--- src/rtl/shift_add_mac_pkg.sv ---
// Shared FSM state encoding and accumulator select codes for the shift-add MAC.
package shift_add_mac_pkg;

  typedef enum logic [1:0] {
    IDLE = 2'd0,
    MULT = 2'd1,
    ACC  = 2'd2
  } state_t;

  localparam logic [1:0] SEL_HOLD = 2'd0;
  localparam logic [1:0] SEL_ADD  = 2'd1;
  localparam logic [1:0] SEL_CLR  = 2'd2;

endpackage

--- src/rtl/mux_lib.sv ---
// Library selection cells used for every register-input choice in the MAC datapath.
module Mux2to1 #(
  parameter int W = 1
) (
  input  logic         sel,
  input  logic [W-1:0] in0,
  input  logic [W-1:0] in1,
  output logic [W-1:0] out
);
  assign out = sel ? in1 : in0;
endmodule

module Mux4to1 #(
  parameter int W = 1
) (
  input  logic [1:0]   sel,
  input  logic [W-1:0] in0,
  input  logic [W-1:0] in1,
  input  logic [W-1:0] in2,
  input  logic [W-1:0] in3,
  output logic [W-1:0] out
);
  always_comb begin
    out = in0;
    case (sel)
      2'd0:    out = in0;
      2'd1:    out = in1;
      2'd2:    out = in2;
      default: out = in3;
    endcase
  end
endmodule

--- src/rtl/shift_add_mac_ctrl.sv ---
// Sequencer for the shift-add MAC: IDLE -> MULT (N steps) -> ACC -> IDLE,
// producing operand load/step strobes, the accumulator select and the done pulse.
module shift_add_mac_ctrl
  import shift_add_mac_pkg::*;
#(
  parameter int N = 8
) (
  input  logic       clk,
  input  logic       rst,
  input  logic       start,
  input  logic       clr_acc,
  output logic       busy,
  output logic       done,
  output logic       load,
  output logic       step,
  output logic [1:0] acc_sel
);

  localparam int CNT_W = $clog2(N + 1);

  state_t           state;
  state_t           state_next;
  logic [CNT_W-1:0] cnt;

  always_ff @(posedge clk or posedge rst) begin
    if (rst) state <= IDLE;
    else     state <= state_next;
  end

  always_comb begin
    state_next = state;
    case (state)
      IDLE:    if (start) state_next = MULT;
      MULT:    if (cnt == CNT_W'(N - 1)) state_next = ACC;
      ACC:     state_next = IDLE;
      default: state_next = IDLE;
    endcase
  end

  // start and clr_acc only have an effect while IDLE; everything else ignores them.
  always_comb begin
    busy    = (state != IDLE);
    load    = (state == IDLE) && start;
    step    = (state == MULT);
    acc_sel = SEL_HOLD;
    if (state == ACC)                 acc_sel = SEL_ADD;
    else if (state == IDLE && clr_acc) acc_sel = SEL_CLR;
  end

  always_ff @(posedge clk or posedge rst) begin
    if (rst)       cnt <= '0;
    else if (load) cnt <= '0;
    else if (step) cnt <= cnt + 1'b1;
  end

  always_ff @(posedge clk or posedge rst) begin
    if (rst) done <= 1'b0;
    else     done <= (state == ACC);
  end

endmodule

--- src/rtl/shift_add_mac.sv ---
// Sequential unsigned multiply-accumulate: a*b by shift-and-add over N cycles,
// then the 2N-bit product is added into a wrapping ACC_W-bit accumulator.
module shift_add_mac
  import shift_add_mac_pkg::*;
#(
  parameter int N     = 8,
  parameter int ACC_W = 20
) (
  input  logic             clk,
  input  logic             rst,
  input  logic             start,
  input  logic             clr_acc,
  input  logic [N-1:0]     a,
  input  logic [N-1:0]     b,
  output logic             busy,
  output logic             done,
  output logic [ACC_W-1:0] acc,
  output logic             ovf
);

  logic             load;
  logic             step;
  logic [1:0]       acc_sel;

  logic [2*N-1:0]   mcand, mcand_step, mcand_next;
  logic [N-1:0]     mplier, mplier_step, mplier_next;
  logic [2*N-1:0]   prod, prod_step, prod_next, addend;
  logic [ACC_W:0]   sum;
  logic [ACC_W-1:0] acc_next;
  logic             ovf_next;

  shift_add_mac_ctrl #(.N(N)) u_ctrl (
    .clk     (clk),
    .rst     (rst),
    .start   (start),
    .clr_acc (clr_acc),
    .busy    (busy),
    .done    (done),
    .load    (load),
    .step    (step),
    .acc_sel (acc_sel)
  );

  Mux2to1 #(.W(2*N)) u_addend (.sel(mplier[0]), .in0('0), .in1(mcand), .out(addend));

  // Each operand register: step (shift/add) first, then load overrides on accept.
  Mux2to1 #(.W(2*N)) u_mcand_step (.sel(step), .in0(mcand), .in1(mcand << 1), .out(mcand_step));
  Mux2to1 #(.W(2*N)) u_mcand_load (.sel(load), .in0(mcand_step), .in1({{N{1'b0}}, a}), .out(mcand_next));

  Mux2to1 #(.W(N)) u_mplier_step (.sel(step), .in0(mplier), .in1(mplier >> 1), .out(mplier_step));
  Mux2to1 #(.W(N)) u_mplier_load (.sel(load), .in0(mplier_step), .in1(b), .out(mplier_next));

  Mux2to1 #(.W(2*N)) u_prod_step (.sel(step), .in0(prod), .in1(prod + addend), .out(prod_step));
  Mux2to1 #(.W(2*N)) u_prod_load (.sel(load), .in0(prod_step), .in1('0), .out(prod_next));

  assign sum = {1'b0, acc} + {{(ACC_W + 1 - 2*N){1'b0}}, prod};

  Mux4to1 #(.W(ACC_W)) u_acc_sel (
    .sel(acc_sel), .in0(acc), .in1(sum[ACC_W-1:0]), .in2('0), .in3('0), .out(acc_next)
  );

  Mux4to1 #(.W(1)) u_ovf_sel (
    .sel(acc_sel), .in0(ovf), .in1(ovf | sum[ACC_W]), .in2(1'b0), .in3(1'b0), .out(ovf_next)
  );

  always_ff @(posedge clk or posedge rst) begin
    if (rst) begin
      mcand  <= '0;
      mplier <= '0;
      prod   <= '0;
      acc    <= '0;
      ovf    <= 1'b0;
    end else begin
      mcand  <= mcand_next;
      mplier <= mplier_next;
      prod   <= prod_next;
      acc    <= acc_next;
      ovf    <= ovf_next;
    end
  end

endmodule

--- config.mk ---
export PLATFORM = sky130hd
export DESIGN_NAME = shift_add_mac
export DESIGN_NICKNAME = d
export VERILOG_FILES = /design/src/rtl/shift_add_mac_pkg.sv /design/src/rtl/mux_lib.sv /design/src/rtl/shift_add_mac_ctrl.sv /design/src/rtl/shift_add_mac.sv
export SDC_FILE = /design/constraint.sdc
export NUM_CORES = 1
export LEC_CHECK = 0
export BUFFER_PORTS_ARGS = -buffer_cell sky130_fd_sc_hd__buf_4
export CELL_PAD_IN_SITES_DETAIL_PLACEMENT = 1
export CELL_PAD_IN_SITES_GLOBAL_PLACEMENT = 1
export CORE_MARGIN = 2
export CORE_UTILIZATION = 45
export DETAILED_ROUTE_END_ITERATION = 6
export HOLD_SLACK_MARGIN = 0.15
export PLACE_DENSITY_LB_ADDON = 0.12
export REMOVE_ABC_BUFFERS = 1
export SLEW_MARGIN = 10
export SYNTH_ARGS = -nofsm -noshare
export SYNTH_HDL_FRONTEND = slang
export SYNTH_SLANG_ARGS = --single-unit
--- constraint.sdc ---
create_clock -name clk -period 3.2 [get_ports clk]
set_clock_uncertainty 0.15 [all_clocks]
set_input_delay 0.48 -clock clk [delete_from_list [all_inputs] [get_ports clk]]
set_output_delay 0.48 -clock clk [all_outputs]
set_load 0.02 [all_outputs]
==> flow_summary.yaml, run 1 <==
global_routing:
  grt-ovfl-total: 0
  grt_pass1_vias: 4145
  antenna_found_initial: 0
  grt_pass1_wl_um: 19900
  grtUsageTotal_pct: 24.0
  grt_max_degree: 37
placement:
  dp_hpwl_um: 8750
  place_congestion: 0.864
  io_buffers: 42
  place_inst: 659
  dpl_worst_slack_ns: 0.280
timing:
  rsz0062_at_grt: "false"
  hold_viol: 0
  setup_slack_ns: 0.227
  worst-slew-pin-transition_ns: 0.756
  relSlewSlack_pct: 49.5
  slew_viol_final: 0
  setup_tns_ns: 0
  setup_viol: 0
  finalCriticalPeriod_ns: 2.97
  period_share_pct: 92.9
  max_freq_mhz: 336
detailed_routing:
  drc: 0
  vias_per_cell: 5.77
  wl_per_cell_um: 16.9
  wirelength_um: 11400
  ant_nets: 0
  vias: 3901
  firstDrtPassIters: 5
  drt-initial-drc-count: 163
setup_path:
  crit_fanout: 18
  reg2reg_from: "mplier[0]"
  cp.required_ns: 3.29
  start_kind: "flop"
  worstRegToRegCells: 9
  critPathKind: "reg -> reg"
  worst_setup_path_end_kind: "flop"
  cp.arrival_ns: 3.07
  r2r_slack_ns: 0.23
  timing.rr.end: "prod[15]"
pwr:
  p_leak_nw: 2.39
  powerDensity_nw_per_um2: 894
  irDropWorstVdd_v: 0.000323
worst_hold_path:
  hold_depth: 3
  hold_start: "a[0]"
  hp-class: "in -> reg"
  hold_path_end: "mcand[0]"
die:
  dieArea_um2: 10500
  ios: 43
  row_count: 35
  die_w_um: 102
  dieHeight_um: 102
  initial_core_util_pct: 46.7
  coreArea_um2: 9330
job:
  drv_cap: 0
synth:
  ys_warn_count: 0
  synth_edf_count: 0
  avgSynthCellArea_um2: 8.62
  ys.flop_type: "dfrtp_1"
  seq_area_frac_synth_pct: 39.1
  synthArstFlopShare_pct: 100
  syn-cell-area_um2: 4350
  ys_types: 46
  synth_cells: 505
  yosys_register_bits: 68
clock_network:
  clk_pin_slew_ns: 0.08
  cts_made_buffers: 9
  clk_path_buf_depth: 2
  cts.sinks: 68
  clockRootBuffer: "clkbuf_8"
  clk_latency_ns: 0.34
  cts_tree: "done"
  cts_max_level: 3
  post_cts_buffers: 0
final_layout:
  antennaDiodeCount: 0
  area_delta_synth_final_pct: 15.3
  num-fill-cells: 1130
  instances_no_fill: 676
  drive_above_1_share_pct: 13.5
  finalCoreUtilization_pct: 53.8
  fin_nets: 596
run_status:
  outcome: "finished, final reports clean"
## critical path, stage by stage (launching register included)
cell and delay [ns]:
dfrtp_1 0.65, nand2_1 0.18, inv_1 0.09, ha_1 0.23
a211oi_1 0.43, o21ai_0 0.28, nand3_1 0.21, a21boi_1 0.11
or3_1 0.33, a31o_1 0.21
## area by class of cell
type	instances	area, µm²	share of cell area [%]
Clock inverter	4	47.5	0.947
Sequential cell	68	1700	33.9
Clock buffer	12	155	3.09
Tap cell	129	161	3.21
Multi-Input combinational cell	400	2510	50.0
Inverter	11	41.3	0.822
Timing Repair Buffer	52	405	8.07
## worst max path at each step
stage                    start       end  slack [ns]  depth (start not counted)
4_1_cts              mplier[0]  prod[15]        0.25                          9
3_3_place_gp         mplier[0]   prod[8]        0.45                         10
6_report             mplier[0]  prod[15]        0.23                          9
3_5_place_dp         mplier[0]  prod[15]        0.28                          9
2_1_floorplan  u_ctrl.state[1]  prod[12]        0.43                          3
5_1_grt              mplier[0]  prod[15]        0.04                          9
## where the power goes
part	switching (W)	internal, W	total, W
registers	0.000296	0.00116	0.00146
clock network	0.000344	0.000401	0.000745
logic	0.00136	0.000927	0.00228
total	0.00200	0.00249	0.00449
## registers in the layout, summed over array words and instances (netlist names)
name and cells:
prod 16, u_ctrl.done 1, mplier 8, ovf 1
mcand 16, u_ctrl.cnt 4, u_ctrl.state 2, acc 20
## synthesized netlist by cell type (5+ instances only)
cell,instances,area [µm²]
a211oi_1,6,45.0
a21o_1,12,90.1
a21oi_1,27,135
a22oi_1,14,105
and2_1,16,100
clkbuf_1,25,93.8
dfrtp_1,68,1700
ha_1,32,400
inv_1,10,37.5
mux2i_1,5,50.1
nand2_1,99,372
nand3_1,16,80.1
nor2_1,16,60.1
nor2b_1,5,31.3
nor3_1,8,40.0
o211ai_1,7,52.6
o21a_1,7,52.6
o21ai_0,52,260
o21bai_1,5,37.5
or3_1,6,37.5
xnor2_1,6,52.6
xor2_1,12,105
## kinds of logic (layout without fill, tap and decap cells)
logic type	after synthesis	count (layout)	synth area share, %
and+or+nand+nor	183	183	19.2
AOI/OAI and AO/OA	160	160	23.5
DFF	68	68	39.1
buffers and inverters	37	79	3.36
adders and majority gates	34	34	10.1
xor gates and xnor gates	18	18	3.62
muxes	5	5	1.15
## cell usage in the layout, fill, tap and decap left out, drive strengths merged, types with 5 or more instances in the layout
cell and instances:
and2 16, o21bai 5, nand2 99, nor3 8, a31o 5, and3 5
mux2i 5, dfrtp 68, o211ai 7, ha 32, o21a 7, nand3 16
xor2 12, a21oi 27, inv 10, a21o 12, nor2b 5, or3 6
a211oi 6, buf 51, a22oi 14, xnor2 6, clkbuf 12, o21ai 55
nor2 16
## layer usage
layer / vias up / GRT usage (%) / wire length (µm)
met5: - / 0 / 0
met4: 0 / 7.59 / 164
met3: 13 / 4.04 / 373
met2: 67 / 42.1 / 5750
met1: 1930 / 30.2 / 5120
li1: 1891 / - / -
## stage by stage
| stage | total power, W | cell area [µm²] | hold WS (ns) |
|---|---|---|---|
| after global placement | 0.00364 | 4810 | 0.310 |
| after CTS | 0.00453 | 5020 | 0.166 |
| after floorplan | 0.00302 | 4250 | 0.292 |
| after global routing | 0.00490 | 5020 | 0.191 |
| final | 0.00449 | 5020 | 0.180 |
| after detailed placement | 0.00376 | 4810 | 0.323 |
## repair_timing
action | in CTS | in global routing
hold endpoints to repair | 32 | 0
resized for setup | 0 | 0
hold buffers | 1 | 0
Power figures use the tool's default switching activity.
==> run 2: changes to the inputs <==
Settings changed: BUFFER_PORTS_ARGS -buffer_cell sky130_fd_sc_hd__buf_4 to default, CORE_MARGIN 2 to default, CORE_UTILIZATION 45 to 49, DONT_BUFFER_PORTS from default to 1.
==> run 2 against run 1 <==
Clock-buffer cell count decreased by 1. Non-clock buffer count decreased by 28. Wire length decreased by 3.1%. Combinational power decreased by 7%. Global-route usage increased by 1.9 points. Largest cell class unchanged. Largest power group unchanged.
==> flow_summary.yaml, run 2 (same netlist as run 1, synthesis figures left out) <==
die:
  die_w_um: 96.3
  initial_core_util_pct: 50.2
  ios: 43
  dieArea_um2: 9270
  coreArea_um2: 8680
  row_count: 34
  dieHeight_um: 96.3
setup_path:
  cp.depth: 9
  reg2reg_from: "mplier[0]"
  cp.required_ns: 3.28
  crit_path_start: "mplier[0]"
  start_kind: "flop"
  crit_fanout: 18
  crit_family: "compound AO/OA/AOI/OAI gates"
  crit_buf_inv: 1
  slowest_stage: "dfrtp_1"
  worstRegToRegCells: 9
  worst_path_largest_cell_delay_ns: 0.59
  crit_path_cell_trace: "nand2_1, inv_1, ha_1, a211oi_1, o21ai_0, nand3_1, a21boi_1, or3_1, a31o_1"
  cp.arrival_ns: 3.04
  worst_setup_path_end_kind: "flop"
  critPathKind: "reg -> reg"
detailed_routing:
  firstDrtPassIters: 4
  wl_per_cell_um: 17.6
  drt-initial-drc-count: 90
  vias_per_cell: 5.98
  vias: 3748
  drc: 0
  ant_nets: 0
  wirelength_um: 11000
clock_network:
  cts_tree: "done"
  post_cts_buffers: 0
  clk_path_buf_depth: 2
  clockRootBuffer: "clkbuf_8"
  post_cts_resized: 0
  cts_made_buffers: 9
  clk_latency_ns: 0.34
  cts_max_level: 3
  clk_pin_slew_ns: 0.08
  cts.sinks: 68
pwr:
  p_leak_nw: 2.23
  powerDensity_nw_per_um2: 905
  irDropWorstVdd_v: 0.000353
timing:
  slew_viol_final: 0
  worst-slew-pin-transition_ns: 0.718
  setup_tns_ns: 0
  hold_viol: 0
  period_share_pct: 92.5
  setup_viol: 0
  max_freq_mhz: 338
  rsz0062_at_grt: "false"
  finalCriticalPeriod_ns: 2.96
  relSlewSlack_pct: 52.0
placement:
  place_inst: 595
  io_buffers: 0
  place_congestion: 0.858
  dp_hpwl_um: 8090
job:
  drv_cap: 0
final_layout:
  fin_nets: 568
  final_cell_mix: "nand2_1, dfrtp_1, o21ai_0"
  area_delta_synth_final_pct: 10.3
  largest_reg_flops: 20
  antennaDiodeCount: 0
  drive_above_1_share_pct: 5.78
  layout_commonest_cell: "nand2_1"
  top_regs: "acc (20), mcand (16), prod (16)"
  largest_register: "acc"
  instances_no_fill: 627
global_routing:
  grt_pass1_vias: 3850
  grt_pass1_wl_um: 18300
  grtUsageTotal_pct: 25.9
  grt_max_degree: 69
  antenna_found_initial: 0
  grt-ovfl-total: 0
run_status:
  outcome: "finished, final reports clean"
worst_hold_path:
  hp-class: "in -> reg"
  hold_start: "a[1]"
  hold_depth: 2
## run 2: final cells by class
| cell class | instances | area (µm²) |
|---|---|---|
| well taps | 108 | 135 |
| repair buffers | 24 | 233 |
| flip-flops and latches | 68 | 1700 |
| inverters | 11 | 41.3 |
| clock inverters | 5 | 52.6 |
| clock buffers | 11 | 131 |
| fillers | 1058 | 3870 |
| multi-input cells | 400 | 2510 |
## run 2: final timing paths
check	slack, ns	endpoint
max	0.24	prod[15]
min	0.16	mcand[1]
max reg2reg	0.24	prod[15]
min reg2reg	0.34	mplier[3]
max in group asynchronous	2.09	acc[8]
min in group asynchronous	0.51	u_ctrl.cnt[1]
## run 2: repair_timing
item,in CTS,in global routing
hold buffers,16,0
endpoints found under the setup margin,0,0
hold endpoints to repair,83,0
## run 2: worst reg2reg max path, delay by kind of cell, from the launching register on
kind / cells / cell delay (ns)
compound gates: 4 / 1.08
simple gates: 3 / 0.71
fa+ha+maj: 1 / 0.24
flops: 1 / 0.59
buf+inv: 1 / 0.09
## run 2: routing by layer
metal	vias to the layer above	GRT usage, %	wire (µm)
met3	18	5.53	364
met1	1836	31.5	5030
met5	-	0	0
met4	0	9.95	223
met2	68	44.6	5430
li1	1826	-	-
## run 2: where the power goes
| part | internal (W) | switching [W] |
|---|---|---|
| logic | 0.000848 | 0.00127 |
| clock network | 0.000357 | 0.000335 |
| registers | 0.00116 | 0.000367 |
## run 2: metrics by stage
stage                     power [W]  util (%)  instance area, µm²  setup WS, ns  hold WS, ns
after global placement      0.00351      51.4                4460         0.438        0.314
after detailed placement    0.00363      51.4                4460         0.323        0.320
after floorplan             0.00302         -                4250         0.434        0.292
after global routing        0.00471      55.3                4800         0.120        0.157
after CTS                   0.00435      55.3                4800         0.309        0.163
final                       0.00435      55.3                4800         0.240        0.165
